===== config.mk =====
export PLATFORM = sky130hd
export DESIGN_NAME = fsm_symbol_gen_flat
export DESIGN_NICKNAME = d
export VERILOG_FILES = /design/src/rtl/fsm_symbol_gen_if.sv /design/src/rtl/fsm_symbol_gen.sv /design/src/flat_wrapper.sv
export SDC_FILE = /design/constraint.sdc
export NUM_CORES = 1
export LEC_CHECK = 0
export BUFFER_PORTS_ARGS = -buffer_cell sky130_fd_sc_hd__buf_2
export CORE_ASPECT_RATIO = 2
export CORE_MARGIN = 4
export CORE_UTILIZATION = 35
export DETAILED_ROUTE_END_ITERATION = 8
export SLEW_MARGIN = 10
export SYNTH_ARGS = -nofsm -noshare
export SYNTH_HDL_FRONTEND = slang
export SYNTH_SLANG_ARGS = --single-unit

===== constraint.sdc =====
create_clock -name clk -period 2.75 [get_ports clk]
set_input_delay 0.6875 -clock clk [delete_from_list [all_inputs] [get_ports clk]]
set_output_delay 0.6875 -clock clk [all_outputs]
set_load 0.03 [all_outputs]

===== src/rtl/fsm_symbol_gen_if.sv =====
// Symbol stream interface between the symbol sequencer and the y input of the FSM.
// master drives y/y_valid and samples y_ready; slave is the consuming FSM side.
interface fsm_symbol_gen_if;
  logic [1:0] y;
  logic       y_valid;
  logic       y_ready;

  modport master (output y, output y_valid, input y_ready);
  modport slave  (input y, input y_valid, output y_ready);
endinterface


===== src/rtl/fsm_symbol_gen.sv =====
// Programmable 2-bit symbol sequencer.
// A short pattern of y-symbols is loaded while idle, then played out one symbol
// per accepted valid/ready transfer so the downstream FSM sees a repeatable stream.
// Optional feature macro: FSM_SYMBOL_GEN_LOOP_EN -- when defined, playback wraps to
// the first symbol after the last one and pulses done on every wrap instead of
// finishing; only stop or reset leaves playback.
module fsm_symbol_gen #(
  parameter int DEPTH = 16,
  parameter int AW    = 4
) (
  input  logic                clk,
  input  logic                reset,
  input  logic                wr_en,
  input  logic [1:0]          wr_data,
  input  logic                clr,
  input  logic                start,
  input  logic                stop,
  fsm_symbol_gen_if.master    sym,
  output logic                busy,
  output logic                done,
  output logic                full,
  output logic [AW:0]         count
);

  typedef enum logic [1:0] {
    IDLE = 2'd0,
    PLAY = 2'd1,
    DONE = 2'd2
  } state_t;

  localparam logic [AW:0]   CNT_ONE = (AW+1)'(1);
  localparam logic [AW:0]   CNT_MAX = (AW+1)'(DEPTH);
  localparam logic [AW-1:0] PTR_ONE = AW'(1);

  state_t        state;
  state_t        state_next;
  logic [1:0]    pattern_mem [DEPTH];
  logic [AW-1:0] wr_ptr;
  logic [AW-1:0] wr_ptr_next;
  logic [AW-1:0] rd_ptr;
  logic [AW-1:0] rd_ptr_next;
  logic [AW:0]   count_next;
  logic          do_write;
  logic          play;
  logic          transfer;
  logic          last_symbol;
`ifdef FSM_SYMBOL_GEN_LOOP_EN
  logic          wrap;
  logic          wrap_q;
`endif

  // Outputs are decoded from the registered state and read pointer only, so
  // y_ready never reaches y_valid combinationally.
  assign play          = (state == PLAY);
  assign sym.y_valid   = play;
  assign sym.y         = play ? pattern_mem[rd_ptr] : 2'b00;
  assign busy          = play;
  assign full          = (count == CNT_MAX);
  assign transfer      = play && sym.y_ready;
  assign last_symbol   = ({1'b0, rd_ptr} == (count - CNT_ONE));

  // Next-state and pointer/count update decisions for all three states.
  always_comb begin
    state_next  = state;
    wr_ptr_next = wr_ptr;
    rd_ptr_next = rd_ptr;
    count_next  = count;
    do_write    = 1'b0;
`ifdef FSM_SYMBOL_GEN_LOOP_EN
    wrap        = 1'b0;
`endif
    unique case (state)
      IDLE: begin
        // clr has priority over a same-cycle write; a write that fits is
        // counted before deciding whether start has anything to play.
        if (clr) begin
          wr_ptr_next = '0;
          count_next  = '0;
        end else if (wr_en && !full) begin
          do_write    = 1'b1;
          wr_ptr_next = wr_ptr + PTR_ONE;
          count_next  = count + CNT_ONE;
        end
        if (start && (count_next != '0)) begin
          state_next  = PLAY;
          rd_ptr_next = '0;
        end
      end
      PLAY: begin
        // stop aborts even when the current symbol is transferring.
        if (stop) begin
          state_next  = IDLE;
          rd_ptr_next = '0;
        end else if (transfer) begin
          if (last_symbol) begin
            rd_ptr_next = '0;
`ifdef FSM_SYMBOL_GEN_LOOP_EN
            wrap        = 1'b1;
`else
            state_next  = DONE;
`endif
          end else begin
            rd_ptr_next = rd_ptr + PTR_ONE;
          end
        end
      end
      DONE: begin
        state_next  = IDLE;
        rd_ptr_next = '0;
      end
      default: begin
        state_next  = IDLE;
        rd_ptr_next = '0;
      end
    endcase
  end

  // State register.
  always_ff @(posedge clk) begin
    if (reset) begin
      state <= IDLE;
    end else begin
      state <= state_next;
    end
  end

  // Pointer and count registers; reset discards the stored pattern.
  always_ff @(posedge clk) begin
    if (reset) begin
      wr_ptr <= '0;
      rd_ptr <= '0;
      count  <= '0;
    end else begin
      wr_ptr <= wr_ptr_next;
      rd_ptr <= rd_ptr_next;
      count  <= count_next;
    end
  end

  // Pattern storage; contents are don't-care after reset so it has no reset.
  always_ff @(posedge clk) begin
    if (do_write && !reset) begin
      pattern_mem[wr_ptr] <= wr_data;
    end
  end

`ifdef FSM_SYMBOL_GEN_LOOP_EN
  // Registered wrap pulse so done appears the cycle after the last symbol moves.
  always_ff @(posedge clk) begin
    if (reset) begin
      wrap_q <= 1'b0;
    end else begin
      wrap_q <= wrap;
    end
  end

  assign done = wrap_q;
`else
  assign done = (state == DONE);
`endif

endmodule


===== src/flat_wrapper.sv =====
// flat-port wrapper written by rule: the top's interface ports become plain ports
module fsm_symbol_gen_flat 
#(
  parameter int DEPTH = 16,
  parameter int AW    = 4
)
  (clk, reset, wr_en, wr_data, clr, start, stop, busy, done, full, count, sym_y, sym_y_valid, sym_y_ready);
  fsm_symbol_gen_if sym_i ();
  input  logic clk;
  input  logic reset;
  input  logic wr_en;
  input  logic [1:0] wr_data;
  input  logic clr;
  input  logic start;
  input  logic stop;
  output logic busy;
  output logic done;
  output logic full;
  output logic [AW:0] count;
  output wire logic [$bits(sym_i.y)-1:0] sym_y;
  output wire logic [$bits(sym_i.y_valid)-1:0] sym_y_valid;
  input wire logic [$bits(sym_i.y_ready)-1:0] sym_y_ready;
  assign sym_y = sym_i.y;
  assign sym_y_valid = sym_i.y_valid;
  assign sym_i.y_ready = sym_y_ready;
  fsm_symbol_gen #(.DEPTH(DEPTH), .AW(AW)) u_core (.clk(clk), .reset(reset), .wr_en(wr_en), .wr_data(wr_data), .clr(clr), .start(start), .stop(stop), .sym(sym_i), .busy(busy), .done(done), .full(full), .count(count));
endmodule

==> impl_metrics.ini, run 1 <==
[detailed_routing]
routed_wl_um = 5240
num_vias = 1626
drt_iter0_drc = 49
postRouteAntennaNets = 0
drt_pass1_iterations = 4
vias_per_cell = 5.02
wl_per_cell_um = 16.2
drc = 0

[synth]
synth.avg_cell_area_um2 = 11.9
syn_nets = 226
async_reset_ff_share_pct = 0
synth_cells = 210
ys_seq_area_share_pct = 53.8
synth_ff_type = edfxtp_1
synth_edf_count = 32
yosys_warnings = 0
synth.distinct_cells = 44
synth_area_mm2 = 0.00249
ys_ff_latch = 51

[worst_hold_path]
hold_class = reg2reg
hold_start = u_core.rd_ptr[3]
hold_depth = 2
hold_end = u_core.rd_ptr[3]

[place]
placed_cells = 316
place_area_mm2 = 0.00270
dp_hpwl_um = 4090
place.gp.congestion = 0.862
io_buffers = 19

[power_and_ir_drop]
pwr_density_cell_mw_per_mm2 = 603
p_leak_nw = 0.984
irDropWorstVdd_v = 0.000353

[global_routing]
antenna_found_initial = 0
met1_usage_pct = 13.2
met3_usage_pct = 2.46
grt_pass1_wl_um = 8700
grt_max_degree = 22
grt_usage_pct = 13.9
grt_pass1_vias = 1685
grt_remaining_overflow = 0
met2_usage_pct = 27.3
top_usage_layer = met2

[final_layout]
layout-drive-gt1-share_pct = 25.2
final_design_area_no_fill_mm2 = 0.00289
num-fill-cells = 653
regArea_mm2 = 0.00134
multi_input_area_mm2 = 0.00106
final_common_cell = edfxtp_1
finalNetCount = 249
num_antenna_cells = 0
area_growth_pct = 16.0
mostFrequentLayoutCells = edfxtp_1, nor2_1, dfxtp_1
fin_cells = 324

[setup_path]
ff2ff_setup_slack_ns = 0.38
start_kind = register
reg2reg_to = u_core.pattern_mem[0][1]
arrival_ns = 2.04
required_ns = 2.06
rr_worst_depth = 9
crit_type = reg2out
r2r-start = u_core.count[0]
end_kind = output port
worstPathMaxFanout = 8

[timing]
finalCritPeriodShare_pct = 99.0
report.final.slew_viol_count = 0
slew_headroom_pct = 69.9
rsz0062_at_grt = yes
fmax_ghz = 0.367
timing.hold.ws_ns = 0.542
finalClockSkew_ns = 0.00414
worst_slew_pin_slew_ns = 0.450
setup_viol = 0
hold_violations = 0
post-route-min-period_ns = 2.72

[run]
drv_cap = 0

[floorplanning]
start_util_pct = 35.9
core-area_mm2 = 0.00694
die_w_um = 67.7
io_pins = 20
die_h_um = 127
fp-row-count = 43
die-area_mm2 = 0.00861

[clocking]
hold_buffers = 0
cts_tree = built
cts_inserted_buffers = 5
cts_setup_buffers = 0
path_clk_slew_ns = 0.06
cts_max_level = 2
clock_path_buffers = 2
cts.sinks = 51
cts-root-buf = clkbuf_16
clk_latency_ns = 0.29

[run_status]
status = complete, no violations
-- repair_timing --
action / CTS / global route
gates resized for setup: 8 / 1
setup endpoints to repair: 2 / 2
pin swaps: 1 / 0
-- where the power goes --
| part | internal (mW) | switching (mW) | total, mW |
|---|---|---|---|
| Sequential | 0.821 | 0.0125 | 0.834 |
| Combinational | 0.0862 | 0.131 | 0.217 |
| Clock | 0.430 | 0.263 | 0.693 |
-- how the worst max path moves through the flow --
stage                                from                       end  slack, ns
final                            register                  sym_y[0]       0.03
after global routing             register                  sym_y[0]      -0.04
after CTS                        register                  sym_y[1]     0.0002
after detailed placement         register                  sym_y[0]       0.24
after global placement           register                  sym_y[1]       0.26
after floorplan           u_core.count[0]  u_core.pattern_mem[0][0]       0.07
-- cell usage after synthesis, drive strengths merged, types with 3 or more instances --
cell type	count	area share, %
nand2	15	2.3
o21ai	5	1.0
nand3	6	1.2
nand2b	9	2.7
xnor2	5	1.8
nor2	30	4.5
a21oi	14	2.8
inv	7	1.1
nor3	7	1.6
mux4	10	9.0
nor2b	3	0.75
clkbuf	7	1.1
dfxtp	19	15
edfxtp	32	39
ha	7	3.5
buf	5	1.7
-- critical path, stage by stage, from the launching register on --
cell     delay (ns)
dfxtp_2        0.33
buf_8          0.14
mux4_2         0.52
mux4_2         0.48
and2_4         0.15
buf_6          0.13
-- area by class of cell --
class / count / share of cell area [%]
clock buffer: 6 / 4.46
tap: 90 / 3.90
inverter: 7 / 0.909
clock inverter: 2 / 1.30
sequential: 51 / 46.5
multi-input combinational: 140 / 36.7
timing repair buffer: 28 / 6.32
-- sequential cells by signal (all words and copies together), names as in the netlist, named ones only --
signal / cells
u_core.pattern_mem: 32
u_core.rd_ptr: 4
u_core.count: 5
u_core.state: 2
u_core.wr_ptr: 4
-- stage by stage --
stage	setup slack, ns	total power [mW]	setup TNS (ns)	util [%]
2_1_floorplan	0.0728	1.00	0	-
3_3_place_gp	0.259	1.06	0	38.9
3_5_place_dp	0.238	1.06	0	38.9
4_1_cts	0.000237	1.76	0	41.6
5_1_grt	-0.0406	1.81	-0.0715	41.6
6_report	0.0272	1.74	0	41.6
-- kinds of logic after synthesis --
| logic type | synth area share, % |
|---|---|
| and+or+nand+nor | 16.9 |
| DFF | 53.8 |
| AOI/OAI and AO/OA | 9.84 |
| buffers and inverters | 3.82 |
| muxes | 9.64 |
| xor gates and xnor gates | 2.46 |
| adders and majority gates | 3.52 |
-- layer usage --
layer | part of all wire [%] | vias up
met5 | 0 | -
met4 | 2.6 | 0
met3 | 2.8 | 9
met2 | 62 | 25
met1 | 33 | 786
li1 | - | 806
Note: power is estimated with default switching activity, not from simulation.
==> run 2: changes to the inputs <==
- CTS_BUF_LIST: not set -> sky130_fd_sc_hd__clkbuf_8
==> run 2 against run 1 <==
  * Sequential power is essentially flat
  * Utilization shrank 0.81 points
  * Design area down 1.9%
  * Sequential share of layout area up 0.92 points
  * Setup slack worse by 0.020 ns
  * Global-route usage down 0.087 points
  * Die area did not move
  * Count of clock-buffer cells in the layout is 1 lower
  * Sequential cell count unchanged
  * First-iteration DRC count shrank 39%
  * Largest cell class unchanged
  * Highest routed layer unchanged
==> impl_metrics.ini, run 2 (synthesis gave the netlist of run 1 again) <==
[run_status]
status = complete, no violations

[detailed_routing]
drt_pass1_iterations = 4
num_vias = 1628
routed_wl_um = 5210
wl_per_cell_um = 16.1
drt_iter0_drc = 30
drc = 0
postRouteAntennaNets = 0
vias_per_cell = 5.02

[final_layout]
area_growth_pct = 13.8
layout-drive-gt1-share_pct = 25.2
mostFrequentLayoutCells = edfxtp_1, nor2_1, dfxtp_1
finalNetCount = 249
fin_cells = 324
top_register = u_core.pattern_mem
final_design_area_no_fill_mm2 = 0.00283
fin_util_pct = 40.8
final_common_cell = edfxtp_1
largest_registers = u_core.pattern_mem: 32 flops, u_core.count: 5 flops
largest_reg_flops = 32
num_antenna_cells = 0

[setup_path]
crit_type = reg2out
cpMostUsedCell = mux4_2
worst_path_max_delay_cell = mux4_2
end_kind = output port
arrival_ns = 2.06
worstPathMaxFanout = 8
start_kind = register
crit_chain = buf_8 -> mux4_2 -> mux4_2 -> and2_4 -> buf_6
cp_slowest_stage_delay_ns = 0.52
required_ns = 2.06

[clocking]
clk_latency_ns = 0.30
path_clk_slew_ns = 0.09
cts_setup_buffers = 0
hold_buffers = 0
cts_tree = built
cts-root-buf = clkbuf_8
clock_path_buffers = 2
cts_max_level = 2
cts_inserted_buffers = 5
cts.sinks = 51

[floorplanning]
io_pins = 20
die_h_um = 127
die_w_um = 67.7
fp-row-count = 43
die-area_mm2 = 0.00861
core-area_mm2 = 0.00694
start_util_pct = 35.9

[place]
placed_cells = 316
dp_hpwl_um = 4090
place_area_mm2 = 0.00270
place.gp.congestion = 0.862
dpl_worst_slack_ns = 0.238
io_buffers = 19

[timing]
post-route-min-period_ns = 2.74
slew_headroom_pct = 71.2
finalCritPeriodShare_pct = 99.7
rsz0062_at_grt = yes
worst_slew_pin_slew_ns = 0.429
setup_ws_ns = 0.00726
finalClockSkew_ns = 0.00723
setup_viol = 0
fmax_ghz = 0.365
report.final.slew_viol_count = 0
hold_violations = 0

[global_routing]
antenna_found_initial = 0
grt_remaining_overflow = 0
grt_usage_pct = 13.8
grt_pass1_vias = 1683
grt_pass1_wl_um = 8690
grt_max_degree = 22

[worst_hold_path]
hold_class = reg2reg

[power_and_ir_drop]
irDropWorstVdd_v = 0.000273
pwr_density_cell_mw_per_mm2 = 552
p_leak_nw = 0.962

[run]
drv_cap = 0
run 2: cell types whose count changed in the layout (fill, tap and decap cells not counted):
cell       before  now
clkbuf_8        0    5
clkbuf_16       5    0
inv_1           7    8
clkbuf_1        1    0
run 2: timing repair:
item | 4_1_cts | 5_1_grt
resized for setup | 9 | 0
pin swaps | 2 | 0
setup endpoints to repair | 2 | 2
run 2: per-layer routing:
metal,track usage [%],part of all wire (%),vias up
met5,0,0,-
met4,5.74,2.5,0
met3,2.20,2.7,9
met2,27.2,61,25
met1,13.2,33,789
li1,-,-,805
run 2: per-stage QoR:
step                      TNS (ns)  hold WS (ns)  power, mW
after floorplan                  0         0.493       1.00
after global placement           0         0.528       1.06
after detailed placement         0         0.535       1.06
after CTS                  -0.0163         0.547       1.58
after global routing        -0.118         0.580       1.63
final                            0         0.542       1.56
run 2: path summary, 6_finish.rpt:
kind                         start                        to  slack (ns)  cells past startpoint
setup / recovery          register                  sym_y[0]       0.007                      5
hold / removal    u_core.rd_ptr[3]          u_core.rd_ptr[3]        0.54                      2
setup reg to reg   u_core.count[0]  u_core.pattern_mem[0][1]        0.38                      9
hold reg to reg   u_core.rd_ptr[3]          u_core.rd_ptr[3]        0.54                      2
run 2: layout make-up:
type,count,area (µm²)
clock buffer,5,68.8
clock inverter,3,41.3
fill,662,4110
inverter,7,26.3
multi-input combinational,140,1060
sequential,51,1340
tap,90,113
timing repair buffer,28,183
run 2: worst max-delay path: cells and delay by family (launching register included):
| family | cells | cell delay (ns) |
|---|---|---|
| muxes | 2 | 1.00 |
| DFF | 1 | 0.34 |
| buffers and inverters | 2 | 0.27 |
| and+or+nand+nor | 1 | 0.15 |
run 2: where the power goes:
part / switching (mW) / internal [mW]
clock: 0.246 / 0.268
combinational: 0.131 / 0.0863
sequential: 0.0124 / 0.820
total: 0.389 / 1.17
==> run 3: changes to the inputs <==
- clock period: 2.75 -> 3.05 ns (I/O delays scaled with it)
==> run 3 against run 2 <==
  * Hold slack improved by 0.0033 ns
  * Power is 14% lower
  * Non-clock buffer count decreased by 7
  * First-iteration DRC count is 100% higher
  * Highest routed layer unchanged
  * Setup slack better by 0.17 ns
  * Sequential power down 9.6%
  * Count of clock-buffer cells in the layout increased by 1
  * Via count shrank 0.12%
  * Largest power group unchanged
  * Clock power shrank 21%
  * Register-to-register slack is essentially flat
  * Utilization shrank 1.3 points
==> impl_metrics.ini, run 3 (synthesis gave the netlist of run 1 again) <==
[power_and_ir_drop]
switching_share_pct = 26.0
p_clk_share_pct = 30.4
pwr_density_cell_mw_per_mm2 = 489
p_leak_nw = 0.911
seqPwrFrac_pct = 56.1
p_int_uw = 994
p_sw_uw = 348
combPwrFrac_pct = 13.6
total_power_mw = 1.34
irDropWorstVdd_v = 0.000299

[floorplanning]
core-area_mm2 = 0.00694
fp-row-count = 43
die-area_mm2 = 0.00861
io_pins = 20
die_w_um = 67.7
die_h_um = 127
start_util_pct = 35.9

[detailed_routing]
drt_pass1_iterations = 4
wl_per_cell_um = 16.3
routed_wl_um = 5170
drt_iter0_drc = 60
num_vias = 1626
drc = 0
postRouteAntennaNets = 0
vias_per_cell = 5.13

[run_status]
status = complete, no violations

[final_layout]
mostFrequentLayoutCells = edfxtp_1, nor2_1, buf_2
finalNetCount = 242
final_common_cell = edfxtp_1
top_register = u_core.pattern_mem
layout-drive-gt1-share_pct = 22.5
num_antenna_cells = 0
area_growth_pct = 10.2
largest_reg_flops = 32
largest_registers = u_core.pattern_mem: 32 flops, u_core.count: 5 flops
num-fill-cells = 662

[timing]
worst_slew_pin_slew_ns = 0.476
post-route-min-period_ns = 2.87
hold_violations = 0
finalSetupTns_ns = 0
report.final.slew_viol_count = 0
finalClockSkew_ns = 0.00883
rsz0062_at_grt = no
finalCritPeriodShare_pct = 94.3
slew_headroom_pct = 68.0
setup_viol = 0
fmax_ghz = 0.348

[global_routing]
grt_max_degree = 22
grt_pass1_vias = 1642
antenna_found_initial = 0
grt_remaining_overflow = 0
grt_usage_pct = 13.5
grt_pass1_wl_um = 8360

[setup_path]
worstPathMaxFanout = 8
crit_chain = mux4_2 -> mux4_2 -> and2_1 -> buf_2
arrival_ns = 2.11
crit_type = reg2out
worst_path_max_delay_cell = mux4_2
cpMostUsedCell = mux4_2
start_kind = register
ff2ff_setup_slack_ns = 0.37
rr_worst_depth = 8
reg2reg_to = u_core.pattern_mem[0][1]
end_kind = output port
crit_path_end = sym_y[0]
cp_slowest_stage_delay_ns = 0.53
required_ns = 2.29
r2r-start = u_core.count[1]

[clocking]
clock_path_buffers = 2
cts_setup_buffers = 0
hold_buffers = 0
path_clk_slew_ns = 0.09
cts_tree = built
cts-root-buf = clkbuf_8
cts_resized = 1
cts_max_level = 2
cts_inserted_buffers = 5
clk_latency_ns = 0.31
cts.sinks = 51

[place]
io_buffers = 19
place.gp.congestion = 0.794
dp_hpwl_um = 4070

[worst_hold_path]
hold_class = reg2reg

[run]
drv_cap = 0
run 3: area by class of cell:
class | instances | area [µm²] | area share, %
Clock buffer | 6 | 82.6 | 3.01
Clock inverter | 2 | 16.3 | 0.593
Inverter | 7 | 26.3 | 0.957
Multi-Input combinational cell | 140 | 1050 | 38.4
Sequential cell | 51 | 1340 | 48.9
Tap cell | 90 | 113 | 4.10
Timing Repair Buffer | 21 | 110 | 4.01
run 3: per-layer routing:
| metal | part of all wire [%] | vias to the layer above | global-route usage [%] |
|---|---|---|---|
| met5 | 0 | - | 0 |
| met2 | 61 | 27 | 26.4 |
| met4 | 2.9 | 0 | 6.46 |
| li1 | - | 786 | - |
| met3 | 2.6 | 9 | 1.93 |
| met1 | 33 | 804 | 12.6 |
run 3: worst min path at each step:
stage,start,end,slack [ns],cells past startpoint
floorplan,u_core.rd_ptr[3],register,0.49,2
global route,u_core.count[4],u_core.count[4],0.58,2
detailed placement,u_core.rd_ptr[3],u_core.rd_ptr[3],0.53,2
global placement,u_core.rd_ptr[3],u_core.rd_ptr[3],0.52,2
finish,u_core.rd_ptr[3],u_core.rd_ptr[3],0.54,2
CTS,u_core.rd_ptr[3],register,0.55,2
run 3: worst max-delay path: cells and delay by family (launching register included):
family | cells | cell delay, ns
simple gates | 1 | 0.16
buf+inv | 1 | 0.17
mux | 2 | 0.99
flops | 1 | 0.49
run 3: stage by stage:
stage	cell area [µm²]	hold WS [ns]	setup slack, ns	cells	utilization (%)
after global placement	2650	0.519	0.342	309	38.1
final	2750	0.545	0.175	317	39.6
after CTS	2750	0.545	0.149	317	39.6
after floorplan	2490	0.493	0.373	210	-
after detailed placement	2650	0.527	0.309	309	38.1
after global routing	2750	0.577	0.0778	317	39.6
run 3: power groups by stage:
stage                     registers, mW  clock network (mW)  logic [mW]
after floorplan                   0.767                   0       0.136
after global placement            0.769                   0       0.182
after detailed placement          0.769                   0       0.184
after CTS                         0.753               0.414       0.184
after global routing              0.755               0.444       0.200
final                             0.753               0.408       0.182
